### config.mk
export PLATFORM = sky130hd
export DESIGN_NAME = ladybug_dl_ctrl
export DESIGN_NICKNAME = d
export VERILOG_FILES = /design/src/rtl/ladybug_pkg.sv /design/src/rtl/dl_region_dec.sv /design/src/rtl/ladybug_dl_ctrl.sv
export SDC_FILE = /design/constraint.sdc
export NUM_CORES = 1
export LEC_CHECK = 0
export ABC_CLOCK_PERIOD_IN_PS = 2500
export BUFFER_PORTS_ARGS = -buffer_cell sky130_fd_sc_hd__buf_2
export CAP_MARGIN = 5
export CELL_PAD_IN_SITES_DETAIL_PLACEMENT = 1
export CELL_PAD_IN_SITES_GLOBAL_PLACEMENT = 2
export CORE_UTILIZATION = 35
export DETAILED_ROUTE_END_ITERATION = 8
export HOLD_SLACK_MARGIN = 0.06
export PLACE_DENSITY_LB_ADDON = 0.15
export SLEW_MARGIN = 15
export SYNTH_ARGS = -nofsm -noshare
export SYNTH_HDL_FRONTEND = slang
export SYNTH_SLANG_ARGS = --single-unit
### constraint.sdc
create_clock -name clk_sys -period 2.5 [get_ports clk_sys]
set_clock_uncertainty 0.05 [all_clocks]
set_input_delay 0.5 -clock clk_sys [delete_from_list [all_inputs] [get_ports clk_sys]]
set_output_delay 0.5 -clock clk_sys [all_outputs]
set_load 0.02 [all_outputs]
### src/rtl/ladybug_pkg.sv
// Shared types and constants for the ladybug ROM download path: FSM states,
// default region map and one-hot chip-select codes.
package ladybug_pkg;

  typedef enum logic [2:0] {
    EMPTY,
    LOAD,
    CHECK,
    HOLD,
    RUN,
    ERROR
  } dl_state_t;

  localparam logic [15:0] ROM_SIZE_DEF = 16'hE000;
  localparam logic [15:0] R1_BASE_DEF  = 16'h6000;
  localparam logic [15:0] R2_BASE_DEF  = 16'h8000;
  localparam logic [15:0] R3_BASE_DEF  = 16'hC000;

  localparam logic [3:0] CS_NONE = 4'b0000;
  localparam logic [3:0] CS_CPU  = 4'b0001;
  localparam logic [3:0] CS_GFX  = 4'b0010;
  localparam logic [3:0] CS_SPR  = 4'b0100;
  localparam logic [3:0] CS_PROM = 4'b1000;

  // Region and size compares are done 17 bits wide so a 64 KiB bound never wraps.
  function automatic logic [16:0] ext17(input logic [15:0] v);
    return {1'b0, v};
  endfunction

endpackage

### src/rtl/dl_region_dec.sv
// Combinational ioctl address decode: one-hot region select plus an in-range
// flag that is low for any address at or beyond the image size.
module dl_region_dec
  import ladybug_pkg::*;
#(
  parameter logic [15:0] ROM_SIZE = ROM_SIZE_DEF,
  parameter logic [15:0] R1_BASE  = R1_BASE_DEF,
  parameter logic [15:0] R2_BASE  = R2_BASE_DEF,
  parameter logic [15:0] R3_BASE  = R3_BASE_DEF
) (
  input  logic [24:0] addr,
  output logic [3:0]  cs,
  output logic        in_range
);

  logic [16:0] addr17;

  always_comb begin
    addr17   = {1'b0, addr[15:0]};
    // Any bit above 64 KiB is out of range regardless of the low half.
    in_range = (addr[24:16] == 9'd0) && (addr17 < ext17(ROM_SIZE));
    if (addr17 < ext17(R1_BASE)) begin
      cs = CS_CPU;
    end else if (addr17 < ext17(R2_BASE)) begin
      cs = CS_GFX;
    end else if (addr17 < ext17(R3_BASE)) begin
      cs = CS_SPR;
    end else begin
      cs = CS_PROM;
    end
  end

endmodule

### src/rtl/ladybug_dl_ctrl.sv
// ROM download sequencer: registers accepted ioctl bytes toward the core with
// a region select, size-checks the image and owns the core reset.
module ladybug_dl_ctrl
  import ladybug_pkg::*;
#(
  parameter logic [15:0] ROM_SIZE = ROM_SIZE_DEF,
  parameter logic [15:0] R1_BASE  = R1_BASE_DEF,
  parameter logic [15:0] R2_BASE  = R2_BASE_DEF,
  parameter logic [15:0] R3_BASE  = R3_BASE_DEF,
  parameter int          RST_HOLD = 16
) (
  input  logic        clk_sys,
  input  logic        reset,
  input  logic        ext_reset,
  input  logic        ioctl_download,
  input  logic        ioctl_wr,
  input  logic [24:0] ioctl_addr,
  input  logic [7:0]  ioctl_dout,
  output logic [15:0] dn_addr,
  output logic [7:0]  dn_data,
  output logic        dn_wr,
  output logic [3:0]  dn_cs,
  output logic        core_reset,
  output logic        rom_ok,
  output logic        rom_err
);

  localparam logic [15:0] HOLD_LOAD = 16'(RST_HOLD - 1);

  dl_state_t   state;
  logic [16:0] max_addr;
  logic        ovf;
  logic        dl_prev;
  logic [15:0] hold_cnt;

  logic [3:0]  dec_cs;
  logic        in_range;
  logic        byte_strobe;
  logic        accept;
  logic        reject;
  logic        load_start;
  logic        pass;
  logic [16:0] next_max;

  dl_region_dec #(
    .ROM_SIZE (ROM_SIZE),
    .R1_BASE  (R1_BASE),
    .R2_BASE  (R2_BASE),
    .R3_BASE  (R3_BASE)
  ) u_dec (
    .addr     (ioctl_addr),
    .cs       (dec_cs),
    .in_range (in_range)
  );

  always_comb begin
    byte_strobe = (state == LOAD) && ioctl_wr && ioctl_download;
    accept      = byte_strobe && in_range;
    reject      = byte_strobe && !in_range;
    next_max    = {1'b0, ioctl_addr[15:0]} + 17'd1;
    pass        = !ovf && (max_addr == ext17(ROM_SIZE));
    // From EMPTY only a fresh rising edge starts a load, so a download cut
    // short by reset cannot resume mid-stream.
    load_start  = ((state == EMPTY) && ioctl_download && !dl_prev) ||
                  (((state == RUN) || (state == ERROR)) && ioctl_download);
  end

  always_ff @(posedge clk_sys or posedge reset) begin
    if (reset) begin
      state      <= EMPTY;
      max_addr   <= '0;
      ovf        <= 1'b0;
      dl_prev    <= 1'b1;
      hold_cnt   <= '0;
      dn_addr    <= '0;
      dn_data    <= '0;
      dn_wr      <= 1'b0;
      dn_cs      <= CS_NONE;
      core_reset <= 1'b1;
      rom_ok     <= 1'b0;
      rom_err    <= 1'b0;
    end else begin
      dl_prev <= ioctl_download;
      dn_wr   <= 1'b0;
      dn_cs   <= CS_NONE;

      if (accept) begin
        dn_wr   <= 1'b1;
        dn_addr <= ioctl_addr[15:0];
        dn_data <= ioctl_dout;
        dn_cs   <= dec_cs;
        if (next_max > max_addr) begin
          max_addr <= next_max;
        end
      end
      if (reject) begin
        ovf <= 1'b1;
      end

      if (load_start) begin
        state      <= LOAD;
        max_addr   <= '0;
        ovf        <= 1'b0;
        rom_ok     <= 1'b0;
        rom_err    <= 1'b0;
        core_reset <= 1'b1;
      end else begin
        case (state)
          LOAD: begin
            // Verdict is latched as CHECK is entered so it is visible during CHECK.
            if (!ioctl_download) begin
              state   <= CHECK;
              rom_ok  <= pass;
              rom_err <= !pass;
            end
          end
          CHECK: begin
            if (rom_ok) begin
              state    <= HOLD;
              hold_cnt <= HOLD_LOAD;
            end else begin
              state <= ERROR;
            end
          end
          HOLD: begin
            if (ext_reset) begin
              hold_cnt <= HOLD_LOAD;
            end else if (hold_cnt == 16'd0) begin
              state      <= RUN;
              core_reset <= 1'b0;
            end else begin
              hold_cnt <= hold_cnt - 16'd1;
            end
          end
          RUN: begin
            if (ext_reset) begin
              state      <= HOLD;
              hold_cnt   <= HOLD_LOAD;
              core_reset <= 1'b1;
            end
          end
          EMPTY, ERROR: begin
            core_reset <= 1'b1;
          end
          default: begin
            state      <= EMPTY;
            core_reset <= 1'b1;
          end
        endcase
      end
    end
  end

endmodule

# [Word level (Yosys, flattened, before mapping)]
# Index checks and enable logic that the tools add are counted.
# Widths: inputs -> output; s select.
[totals] out_inout_bits=32 elab_cells=99 register_bits=70 input_bits=38
[op_classes] bitwise_logic=1 add_sub_neg=2 n_mux=33 reduce_logical=30 n_eq_ne=16 n_lt_le_gt_ge=5
[ops] op="$mux 16" n=4
[ops] op="$mux 17" n=3
[ops] op="$lt 16x16->1 const B" n=3
[ops] op="$pmux 16 s3" n=1
[ops] op="$mux 3" n=6
[ops] op="$add 16x1->17 const B" n=1
[ops] op="$eq 17x16->1 const B" n=1
[ops] op="$gt 17x17->1" n=1
[ops] op="$logic_not 16->1" n=1
[ops] op="$lt 16x15->1 const B" n=1
[ops] op="$mux 4" n=4
[ops] op="$sub 16x1->16 const B" n=1
[ops] op="$ne 3x3->1 const B" n=5
[ops] op="$pmux 3 s5" n=1
[ops] op="$mux 1" n=13
[ops] op="$reduce_and 5->1" n=2
[ops] op="$logic_and 1x1->1" n=9
[ops] op="$logic_not 9->1" n=1
[ops] op="$reduce_bool 2->1" n=4
[ops] op="$eq 3x2->1 const B" n=2
[ops] op="$eq 3x3->1 const B" n=2
[ops] op="$ne 2x2->1 const B" n=3
[ops] op="$logic_not 1->1" n=4
[ops] op="$ne 2x1->1 const B" n=2
[ops] op="other kinds (9)" n=12

# [Logic depth before layout (Yosys ltp)]
[logic_depth] depth_word=6 mapped_depth=14 depth_no_buf=13

# [Modules after synthesis]
# From an unflattened synthesis, not the netlist that was laid out.
[hier_totals] hier_cells=428 area_unflattened_um2=3992.6
[by_module_without_submodules] mod="ladybug_dl_ctrl" n_inst=1 seq_area_each_um2=1754.2 cells_each=418 area_each_um2=3933.8
[by_module_without_submodules] mod="dl_region_dec" n_inst=1 seq_area_each_um2=0.0 cells_each=10 area_each_um2=58.8

# [Worst setup path before layout]
# No wires, ideal clock.
[synth_path] kind="input to register" start="in ioctl_addr[0]" end="reg max_addr[1]" path_stages=13 path_buffers=0 setup_ps=127 path_slack_ps=-599 arrival_time_ps=2921 path_cell_list="ha_1 nand3_1 nor2_1 and3_1 nand3_1 xnor2_1 ha_1 and3_1 a221o_1 a21oi_1 o21a_1 or2_1 mux2_1"
[synth_via] elab_chain_cells=5 word_cells_on_any_way=11 cone_classes="add/sub: 1; order compare: 2; mux: 3; reduce/logical: 5"
[synth_lines] element="start, declared" line_no="ladybug_dl_ctrl.sv:17" rtl="input logic [24:0] ioctl_addr,"
[synth_lines] element="parallel branches: the longest is 5 deep, another holds $add 16x1->17"
[synth_lines] element="end signal, assigned" line_no="ladybug_dl_ctrl.sv:93" rtl="max_addr <= next_max;"
[synth_lines] element="end, declared" line_no="ladybug_dl_ctrl.sv:31" rtl="logic [16:0] max_addr;"
# Several ways; the timed one is not identified. The select of a mux whose other input is x is not followed.
# A chain may end at the register's enable or synchronous reset.

# [Worst setup path after layout]
# Same ends and word-level chain as after synthesis.

==> reports/metrics.yaml <==
drt:
  drt-initial-drc-count: 68
  wl_per_cell_um: 16.15
  firstDrtPassIters: 4
  num_vias: 3305
  drcViolationCount: 0
  routed_via_density: 5.061
  ant_nets: 0
  wl_mm: 10.54
synth:
  syn_nets: 422
  synth_seq_area_share: 0.4632
  synthCells: 365
  synthDistinctLibCells: 57
  synthAdderAreaFrac: 0.06277
  async_reset_ff_frac: 1.000
  ys.flop_type: "dfrtp_1"
  synthXorXnorAreaFrac: 0.05781
  synth-compound-area-share: 0.1024
  synth-seq-cells: 70
  yosysTopAreaCell: "dfrtp_1"
  synth_top_family_by_area: "simple AND/OR/NAND/NOR gates"
  synth_simple_gate_area_frac: 0.1972
  synth.most_common_cell: "dfrtp_1"
  syn-mean-instance-area_um2: 10.38
  synth_edf_count: 0
  synth.area.mux_share: 0.07995
  netlist_area_mm2: 0.003787
  synth_warnings: 0
  yosys-top-cells-area: "dfrtp_1 (45%), mux2_2 (7.4%), ha_1 (6.3%)"
  synthTopCellsByCount: "dfrtp_1 (68), nor2_1 (39), mux2_2 (25)"
  yosysTopAreaCellShare: 0.4493
global_routing:
  antenna_found_initial: 0
  grt_usage: 0.2040
  grt_pass1_wl_mm: 17.93
  grt_pass1_vias: 3627
  grt_max_degree: 47
  overflow: 0
sta:
  max-slew-margin-rel: 0.6858
  clock.fmax_mhz: 341.7
  finalSetupViolCount: 17
  period_share: 1.171
  hold_viol: 0
  drv_slew: 0
  min_period_ns: 2.926
  worst_pin_slew_ns: 0.4670
  rsz0062_at_grt: "true"
  setup_tns_ns: -6.632
  finalWorstSetupSlack_ns: -0.4264
floorplan:
  rows: 37
  die_width_um: 106.0
  fp.dieH_um: 106.0
  num_io_pins: 70
  die_area_mm2: 0.01124
  core_mm2: 0.01042
  start_util: 0.3636
power:
  p_leak_uw: 0.002592
  p_per_area_mw_per_mm2: 593.9
  peakVddDrop_v: 0.0002602
  total_power_uw: 3113
clock_tree:
  cts_hold_buffers: 0
  clkSlewWorstSetupHoldPaths_ns: 0.08
  clockBufferDepth: 2
  ctsHtreeMaxLevel: 3
  cts_tree: "built"
  cts_sinks: 70
  cts-buffers-inserted: 9
  clk_latency_ns: 0.36
  cts_root_buffer: "clkbuf_8"
finish:
  final-instance-count-excl-fill: 653
  diodes: 0
  design_area_mm2: 0.005243
  layout-drive-gt1-share: 0.4275
  area_growth_pct: 38.42
  fin_nets: 569
place:
  placed_area_mm2: 0.004841
  dpl.hpwl_mm: 7.779
  port_buffers: 69
  place.gp.congestion: 0.7809
  post-place-ws_ns: -0.9613
  dp.cells: 626
critical_path:
  critPathKind: "input pin to flop"
  cp.arrival_ns: 3.13
  timing.critical_path.to_type: "flop"
  cp.required_ns: 2.70
  cp-start-kind: "input pin"
  crit_fanout: 4
  reg2regPathDepth: 10
worst_hold_path:
  hp-class: "input pin to asynchronous set/reset pin"
run_status:
  status: "finished with violations"
  violations: "setup timing"
job:
  maxCapViolCount: 0
==> logic make-up after synthesis <==
| logic type | after synthesis |
|---|---|
| xor+xnor | 25 |
| simple gates | 135 |
| compound gates | 55 |
| fa+ha+maj | 19 |
| mux | 27 |
| flops | 70 |
| buf+inv | 34 |
==> power breakdown <==
part / switching (µW) / internal [µW]
Combinational: 444 / 334
Sequential: 51.7 / 1190
Clock: 449 / 643
==> layout make-up <==
| class | instances | area [µm²] |
|---|---|---|
| Tap cell | 136 | 170.2 |
| Fill cell | 1214 | 5174 |
| Inverter | 22 | 82.58 |
| Clock inverter | 3 | 65.06 |
| Sequential cell | 70 | 1754 |
| Clock buffer | 13 | 168.9 |
| Multi-Input combinational cell | 262 | 2014 |
| Timing Repair Buffer | 147 | 987.2 |
==> worst max-delay path: stages <==
cell and delay (ns):
buf_4 0.12, nand4_1 0.12, or2_4 0.27, buf_4 0.14
nor2_2 0.08, xor2_1 0.21, ha_1 0.28, a21o_1 0.17
a221o_1 0.38, a21oi_2 0.13, o21a_1 0.18, buf_4 0.13
or2_4 0.12, mux2_4 0.29
==> layer usage <==
| metal | vias up | track usage | wire length (µm) |
|---|---|---|---|
| li1 | 1593 | - | - |
| met1 | 1658 | 0.2446 | 4589 |
| met2 | 41 | 0.3637 | 5515 |
| met3 | 13 | 0.03617 | 269 |
| met4 | 0 | 0.07540 | 168 |
| met5 | - | 0 | 0 |
==> cell usage in the layout (no fill, tap or decap), types with 14 or more instances in the layout <==
cell     Yosys  routed
dfrtp_1     68      68
inv_1       22      21
nand2_1     21      21
buf_4        0      72
ha_1        19      18
nand3_1     16      14
nor2_1      39      36
xor2_1      16      14
buf_2        9      67
mux2_2      25      24
==> through the flow <==
| stage | utilization | hold slack, ns |
|---|---|---|
| after floorplan | - | 0.4179 |
| after global placement | 0.4647 | 0.4351 |
| after detailed placement | 0.4647 | 0.4411 |
| after CTS | 0.4974 | 0.1214 |
| after global routing | 0.5033 | 0.1233 |
| final | 0.5033 | 0.1240 |
==> flip-flops by register name, indices dropped and copies added (netlist names) <==
| signal | cells |
|---|---|
| core_reset | 1 |
| dl_prev | 1 |
| dn_addr | 16 |
| dn_cs | 4 |
| dn_data | 8 |
| dn_wr | 1 |
| hold_cnt | 16 |
| max_addr | 17 |
| ovf | 1 |
| rom_err | 1 |
| rom_ok | 1 |
| state | 3 |
==> final timing paths <==
kind	startpoint	to	slack, ns
setup / recovery	ioctl_addr[0]	max_addr[1]	-0.43
hold / removal	reset	hold_cnt[13]	0.12
setup reg to reg	max_addr[4]	max_addr[1]	-0.02
hold reg to reg	dn_data[7]	dn_data[7]	0.46
max in group asynchronous	reset	dl_prev	1.97
min in group clk_sys	ioctl_dout[7]	dn_data[7]	0.32
==> timing repair <==
item	CTS	global route
setup endpoints to repair	17	17
resized for setup	12	9
gates cloned	1	0
setup buffers	7	3
pin swaps	22	12
No activity file was read; power rests on OpenSTA's default activity.
